### config.mk
export PLATFORM = sky130hd
export DESIGN_NAME = pc_gen_flat
export DESIGN_NICKNAME = d
export VERILOG_FILES = /design/src/rtl/pc_pkg.sv /design/src/rtl/pc_gen_if.sv /design/src/rtl/pc_next_sel.sv /design/src/rtl/pc_gen.sv /design/src/flat_wrapper.sv
export SDC_FILE = /design/constraint.sdc
export NUM_CORES = 1
export LEC_CHECK = 0
export ABC_AREA = 1
export CELL_PAD_IN_SITES_DETAIL_PLACEMENT = 0
export CELL_PAD_IN_SITES_GLOBAL_PLACEMENT = 1
export CORE_MARGIN = 2
export CORE_UTILIZATION = 31
export CTS_BUF_LIST = sky130_fd_sc_hd__clkbuf_2
export CTS_CLUSTER_DIAMETER = 30
export DETAILED_ROUTE_END_ITERATION = 7
export PLACE_DENSITY = 0.81
export SLEW_MARGIN = 5
export SYNTH_ARGS = -nofsm -noshare
export SYNTH_HDL_FRONTEND = slang
export SYNTH_SLANG_ARGS = --single-unit
### constraint.sdc
create_clock -name clk -period 1.4 [get_ports clk]
set_input_delay 0.42 -clock clk [delete_from_list [all_inputs] [get_ports clk]]
set_output_delay 0.42 -clock clk [all_outputs]
set_load 0.05 [all_outputs]
### src/rtl/pc_pkg.sv
// rtl/pc_pkg.sv - shared defaults and alignment helpers for the pc generator
package pc_pkg;

    localparam logic [31:0] DEF_RESET_VEC  = 32'h0000_0000;
    localparam int          DEF_INST_BYTES = 4;
    localparam int          ALIGN_BITS     = $clog2(DEF_INST_BYTES);

    // Clears the low 'bits' bits of an address; callers truncate to their width.
    function automatic logic [63:0] align(input logic [63:0] x, input int unsigned bits);
        logic [63:0] w_mask;
        w_mask = ~64'h0 << bits;
        return x & w_mask;
    endfunction

    function automatic logic misaligned(input logic [63:0] x, input int unsigned bits);
        logic [63:0] w_mask;
        w_mask = ~(~64'h0 << bits);
        return (x & w_mask) != 64'h0;
    endfunction

endpackage

### src/rtl/pc_gen_if.sv
// rtl/pc_gen_if.sv - fetch front-end redirect/stall inputs and pc outputs
interface pc_gen_if #(
    parameter int ADDR_W  = 32,
    parameter int STALL_W = 6
) ();
    logic [STALL_W-1:0] pc_stall;
    logic               branch_flag_i;
    logic [ADDR_W-1:0]  branch_target_address_i;
    logic               flush_i;
    logic [ADDR_W-1:0]  flush_target_i;
    logic [ADDR_W-1:0]  pc;
    logic               ce;
    logic               branch_pending_o;
    logic               misalign_o;

    modport master (
        output pc_stall, branch_flag_i, branch_target_address_i, flush_i, flush_target_i,
        input  pc, ce, branch_pending_o, misalign_o
    );

    modport slave (
        input  pc_stall, branch_flag_i, branch_target_address_i, flush_i, flush_target_i,
        output pc, ce, branch_pending_o, misalign_o
    );
endinterface

### src/rtl/pc_next_sel.sv
// rtl/pc_next_sel.sv - next-pc priority mux: flush, stall, branch, pending, sequential
module pc_next_sel
    import pc_pkg::*;
#(
    parameter int ADDR_W     = 32,
    parameter int INST_BYTES = DEF_INST_BYTES
) (
    input  logic              i_ce,
    input  logic              i_flush,
    input  logic              i_stall,
    input  logic              i_branch,
    input  logic              i_pend_valid,
    input  logic [ADDR_W-1:0] i_pc,
    input  logic [ADDR_W-1:0] i_flush_target,
    input  logic [ADDR_W-1:0] i_branch_target,
    input  logic [ADDR_W-1:0] i_pend_addr,
    output logic [ADDR_W-1:0] o_next_pc,
    output logic              o_pend_valid,
    output logic [ADDR_W-1:0] o_pend_addr,
    output logic              o_misalign
);
    localparam int unsigned ALIGN_B = $clog2(INST_BYTES);

    logic [ADDR_W-1:0] w_flush_al;
    logic [ADDR_W-1:0] w_branch_al;
    logic              w_flush_mis;
    logic              w_branch_mis;

    assign w_flush_al   = ADDR_W'(align(64'(i_flush_target), ALIGN_B));
    assign w_branch_al  = ADDR_W'(align(64'(i_branch_target), ALIGN_B));
    assign w_flush_mis  = misaligned(64'(i_flush_target), ALIGN_B);
    assign w_branch_mis = misaligned(64'(i_branch_target), ALIGN_B);

    always_comb begin
        o_next_pc    = i_pc;
        o_pend_valid = i_pend_valid;
        o_pend_addr  = i_pend_addr;
        o_misalign   = 1'b0;
        if (i_ce) begin
            if (i_flush) begin
                o_next_pc    = w_flush_al;
                o_pend_valid = 1'b0;
                o_misalign   = w_flush_mis;
            end else if (i_stall) begin
                // A branch during a stall is parked; the newest one overwrites.
                if (i_branch) begin
                    o_pend_valid = 1'b1;
                    o_pend_addr  = w_branch_al;
                    o_misalign   = w_branch_mis;
                end
            end else if (i_branch) begin
                o_next_pc    = w_branch_al;
                o_pend_valid = 1'b0;
                o_misalign   = w_branch_mis;
            end else if (i_pend_valid) begin
                o_next_pc    = i_pend_addr;
                o_pend_valid = 1'b0;
            end else begin
                o_next_pc = i_pc + ADDR_W'(INST_BYTES);
            end
        end
    end

endmodule

### src/rtl/pc_gen.sv
// rtl/pc_gen.sv - program counter register with chip enable and pending-branch buffer
module pc_gen
    import pc_pkg::*;
#(
    parameter int          ADDR_W     = 32,
    parameter logic [31:0] RESET_VEC  = DEF_RESET_VEC,
    parameter int          INST_BYTES = DEF_INST_BYTES,
    parameter int          STALL_W    = 6
) (
    input  logic      clk,
    input  logic      reset_n,
    pc_gen_if.slave   bus
);
    logic [ADDR_W-1:0] r_pc;
    logic              r_ce;
    logic              r_pend_valid;
    logic [ADDR_W-1:0] r_pend_addr;
    logic              r_misalign;

    logic [ADDR_W-1:0] w_next_pc;
    logic              w_pend_valid;
    logic [ADDR_W-1:0] w_pend_addr;
    logic              w_misalign;
    logic              w_unused_stall;

    // Only the PC-stage stall bit matters here.
    assign w_unused_stall = ^bus.pc_stall;

    pc_next_sel #(
        .ADDR_W     (ADDR_W),
        .INST_BYTES (INST_BYTES)
    ) u_next_sel (
        .i_ce            (r_ce),
        .i_flush         (bus.flush_i),
        .i_stall         (bus.pc_stall[0]),
        .i_branch        (bus.branch_flag_i),
        .i_pend_valid    (r_pend_valid),
        .i_pc            (r_pc),
        .i_flush_target  (bus.flush_target_i),
        .i_branch_target (bus.branch_target_address_i),
        .i_pend_addr     (r_pend_addr),
        .o_next_pc       (w_next_pc),
        .o_pend_valid    (w_pend_valid),
        .o_pend_addr     (w_pend_addr),
        .o_misalign      (w_misalign)
    );

    always_ff @(posedge clk) begin
        if (!reset_n) begin
            r_pc         <= ADDR_W'(RESET_VEC);
            r_ce         <= 1'b0;
            r_pend_valid <= 1'b0;
            r_pend_addr  <= '0;
            r_misalign   <= 1'b0;
        end else begin
            r_ce         <= 1'b1;
            r_pc         <= w_next_pc;
            r_pend_valid <= w_pend_valid;
            r_pend_addr  <= w_pend_addr;
            r_misalign   <= w_misalign;
        end
    end

    assign bus.pc               = r_pc;
    assign bus.ce               = r_ce;
    assign bus.branch_pending_o = r_pend_valid;
    assign bus.misalign_o       = r_misalign;

endmodule

### src/flat_wrapper.sv
// flat-port wrapper written by rule: the top's interface ports become plain ports
module pc_gen_flat import pc_pkg::*;
#(
    parameter int          ADDR_W     = 32,
    parameter logic [31:0] RESET_VEC  = DEF_RESET_VEC,
    parameter int          INST_BYTES = DEF_INST_BYTES,
    parameter int          STALL_W    = 6
)
  (clk, reset_n, bus_pc_stall, bus_branch_flag_i, bus_branch_target_address_i, bus_flush_i, bus_flush_target_i, bus_pc, bus_ce, bus_branch_pending_o, bus_misalign_o);
  pc_gen_if #(.ADDR_W(ADDR_W), .STALL_W(STALL_W)) bus_i ();
  input  logic clk;
  input  logic reset_n;
  input wire logic [$bits(bus_i.pc_stall)-1:0] bus_pc_stall;
  input wire logic [$bits(bus_i.branch_flag_i)-1:0] bus_branch_flag_i;
  input wire logic [$bits(bus_i.branch_target_address_i)-1:0] bus_branch_target_address_i;
  input wire logic [$bits(bus_i.flush_i)-1:0] bus_flush_i;
  input wire logic [$bits(bus_i.flush_target_i)-1:0] bus_flush_target_i;
  output wire logic [$bits(bus_i.pc)-1:0] bus_pc;
  output wire logic [$bits(bus_i.ce)-1:0] bus_ce;
  output wire logic [$bits(bus_i.branch_pending_o)-1:0] bus_branch_pending_o;
  output wire logic [$bits(bus_i.misalign_o)-1:0] bus_misalign_o;
  assign bus_i.pc_stall = bus_pc_stall;
  assign bus_i.branch_flag_i = bus_branch_flag_i;
  assign bus_i.branch_target_address_i = bus_branch_target_address_i;
  assign bus_i.flush_i = bus_flush_i;
  assign bus_i.flush_target_i = bus_flush_target_i;
  assign bus_pc = bus_i.pc;
  assign bus_ce = bus_i.ce;
  assign bus_branch_pending_o = bus_i.branch_pending_o;
  assign bus_misalign_o = bus_i.misalign_o;
  pc_gen #(.ADDR_W(ADDR_W), .RESET_VEC(RESET_VEC), .INST_BYTES(INST_BYTES), .STALL_W(STALL_W)) u_core (.clk(clk), .reset_n(reset_n), .bus(bus_i));
endmodule
==> summary.md <==
| Metric | Value |
|---|---|
| TritonCTS clock tree | yes |
| TritonCTS Sinks | 63 |
| Final WL | 15.1 mm |
| Largest net degree at the start of global routing | 36 |
| Post-DR wirelength/cell | 15.5 um |
| Simple-gate share of the synthesized area | 35.2% |
| Synth-to-Final Area Change | 83.7% |
| Final Hold Viols | 0 |
| Final instance area | 7100 um2 |
| Nets | 875 |
| GP Congestion | 0.882 |
| Layout cells sized above 1 | 40.7% |
| Seq/Total Area, Yosys | 32.6% |
| Top cells by area, synth | dfxtp_1, nand2_1, nor2_1, o21ai_0, a221oi_1 |
| Hold Crit Class | in -> reg |
| RSZ-0062 raised after global routing | yes |
| Clk Latency, worst-skew pair | 0.54 ns |
| First-pass GRT wire length | 23.3 mm |
| Hold buffer count at CTS | 0 |
| M1 WL | 6.41 mm |
| Hold path startpoint | bus_branch_target_address_i[6] |
| Antenna violations before repair | 0 |
| Chip height | 116 um |
| Row Count | 40 |
| DR iter-0 viols | 347 |
| Yosys warning count | 0 |
| Slew at the pin closest to its max-slew limit | 0.550 ns |
| Met2 WL post-DR | 7.52 mm |
| Setup tns final | -8.45 ns |
| Drt drc | 0 |
| Layout fillers | 1,109 |
| Clock slew at reported path FFs | 0.21 ns |
| H-tree lvl count | 3 |
| P_leak | 0.00299 uW |
| DIE WIDTH | 116 um |
| Vias in the first global route | 4,776 |
| Commonest non-fill, non-tap cell in the layout | nor2_1 |
| Mapped cell area | 3870 um2 |
| Worst EP required | 1.84 ns |
| Flops & latches, synth | 63 |
| # diodes | 0 |
| Mux contribution to synthesized area | 0% |
| Yosys cell types | 36 |
| Total number of vias | 4,920 |
| WL met3 | 882 um |
| Worst path arrival time | 2.05 ns |
| Power Density | 689 nW/um2 |
| Period minus WS final | 1.61 ns |
| Cells after Synth | 594 |
| R2R depth | 11 |
| Status | finished, violations left |
| Clock root cell | clkbuf_2 |
| Core area | 12,100 um2 |
| Slew headroom | 63.3% |
| # IOs | 109 |
| Most frequent cells in the layout | nor2_1, nand2_1, buf_4 |
| Reg2reg end | u_core.bus.pc[28]$_SDFFE_PN0P_ |
| Largest family of logic cells by synthesized area | simple AND/OR/NAND/NOR gates |
| Clock Skew | 0.0236 ns |
| CP Capture Point | u_core.bus.pc[28]$_SDFFE_PN0P_ |
| Critical path launch point type | flop |
| Worst setup startpoint | u_core.bus.pc[2]$_SDFFE_PN0P_ |
| Synth Area per Inst | 6.51 um2 |
| RR Startpoint | u_core.bus.pc[2]$_SDFFE_PN0P_ |
| Starting Density | 31.9% |
| Area post-placement | 5880 um2 |
| CP max FO | 8 |
| Worst R2R Setup Slack | -0.21 ns |
| Synth Area in Compound Gates | 22.4% |
| Failing checks | negative setup slack |
| CTS Buf Count | 9 |
| DRT antenna net count | 0 |
| Top Layer Used | met4 |
| Fin. max-slew vios | 0 |
| Clk buf depth | 2 |
| Global route overflow | 0 |
| Yosys top cell area share | 32.6% |
| Setup violators final | 58 |
| Die area | 13,400 um2 |
| Maxcap violations | 0 |
| Post-synthesis xor/xnor area fraction | 1.13% |
| DP Wirelength | 10.1 mm |
| Final Cycle Share | 115% |
| Worst VDD drop | 0.411 mV |
| Area share of fa/ha/maj cells after synthesis | 0.324% |
| Post-DR vias/cell | 5.06 |
| Tot GR Track Use | 22.1% |
| DR pass1 iterations | 5 |
| Dpl ws | -0.552 ns |
| Port buffer count | 101 |
| Setup CP Type | reg -> reg |
| Setup crit end kind | flop |
| Worst Setup Slack, final | -0.210 ns |
| Leading area contributor after synthesis | dfxtp_1 |
| Highest clock rate | 0.621 GHz |
-- power breakdown --
group | internal (uW) | switching [uW]
combinational | 964 | 941
clock | 232 | 780
sequential | 1890 | 84.0
-- worst max-delay path, stage by stage, from the launching register on --
cell     delay [ns]
dfxtp_4        0.40
buf_6          0.11
ha_4           0.15
nand2_4        0.06
nor2_4         0.16
nand2_8        0.13
nor2_4         0.17
nand2_1        0.08
nand2_1        0.07
nand3_2        0.06
nand2_1        0.06
a21oi_1        0.06
-- per-layer routing --
| metal | GRT usage [%] | vias to the layer above |
|---|---|---|
| met5 | 0 | - |
| met4 | 6.83 | 0 |
| met3 | 3.71 | 26 |
| met2 | 38.7 | 182 |
| met1 | 27.7 | 2314 |
| li1 | - | 2398 |
-- cell families after synthesis --
logic type	count (synthesis)
simple gates	299
compound gates	147
buf+inv	78
flops	63
xor+xnor	5
fa+ha+maj	1
other cells	1
-- flip-flops by register name, summed over array words and instances (netlist names) --
name	cells
u_core.bus.misalign_o	1
u_core.r_pend_addr	30
u_core.bus.pc	30
u_core.bus.branch_pending_o	1
u_core.bus.ce	1
-- cell usage after synthesis (all sizes together) --
library cell    n
a211oi          1
a21oi          41
a221oi         25
a31oi           1
buf            15
clkbuf         16
conb            1
dfxtp          63
ha              1
inv            47
nand2         124
nand3          37
nand3b          1
nand4           5
nor2          131
o211ai          5
o21ai          69
o21bai          1
o221ai          1
o22ai           2
o41ai           1
or2             1
xnor2           4
xor2            1
-- through the flow --
stage               hold WS, ns  total power (uW)  cells  utilization (%)
floorplan                 0.430              2710    595                -
global placement          0.441              3540    891             48.5
detailed placement        0.447              3560    891             48.5
CTS                       0.447              4780    961             55.4
global route              0.446              5090    973             58.6
finish                    0.466              4900    973             58.6
-- worst min-delay path by stage --
stage,cells past startpoint,slack [ns],endpoint
3_5_place_dp,2,0.45,u_core.r_pend_addr[25]$_SDFFE_PN0P_
4_1_cts,3,0.45,u_core.r_pend_addr[6]$_SDFFE_PN0P_
6_report,3,0.47,u_core.r_pend_addr[6]$_SDFFE_PN0P_
5_1_grt,3,0.45,u_core.r_pend_addr[10]$_SDFFE_PN0P_
3_3_place_gp,2,0.44,u_core.r_pend_addr[23]$_SDFFE_PN0P_
2_1_floorplan,2,0.43,u_core.r_pend_addr[23]$_SDFFE_PN0P_
-- what timing repair did --
item                                   4_1_cts  5_1_grt
endpoints found under the hold margin        0        0
pin swaps                                   32       50
setup endpoints to repair                   45       65
setup buffers                               55       13
resized for setup                           92       78
-- cell type report --
| type | count | area (um2) | share of cell area [%] |
|---|---|---|---|
| clock inverters | 7 | 47.5 | 0.670 |
| multi-input cells | 454 | 2740 | 38.5 |
| flip-flops and latches | 63 | 1360 | 19.2 |
| repair buffers | 225 | 2510 | 35.4 |
| well taps | 168 | 210 | 2.96 |
| clock buffers | 9 | 45.0 | 0.634 |
| inverters | 47 | 186 | 2.63 |
(Power assumes the default switching activity.)
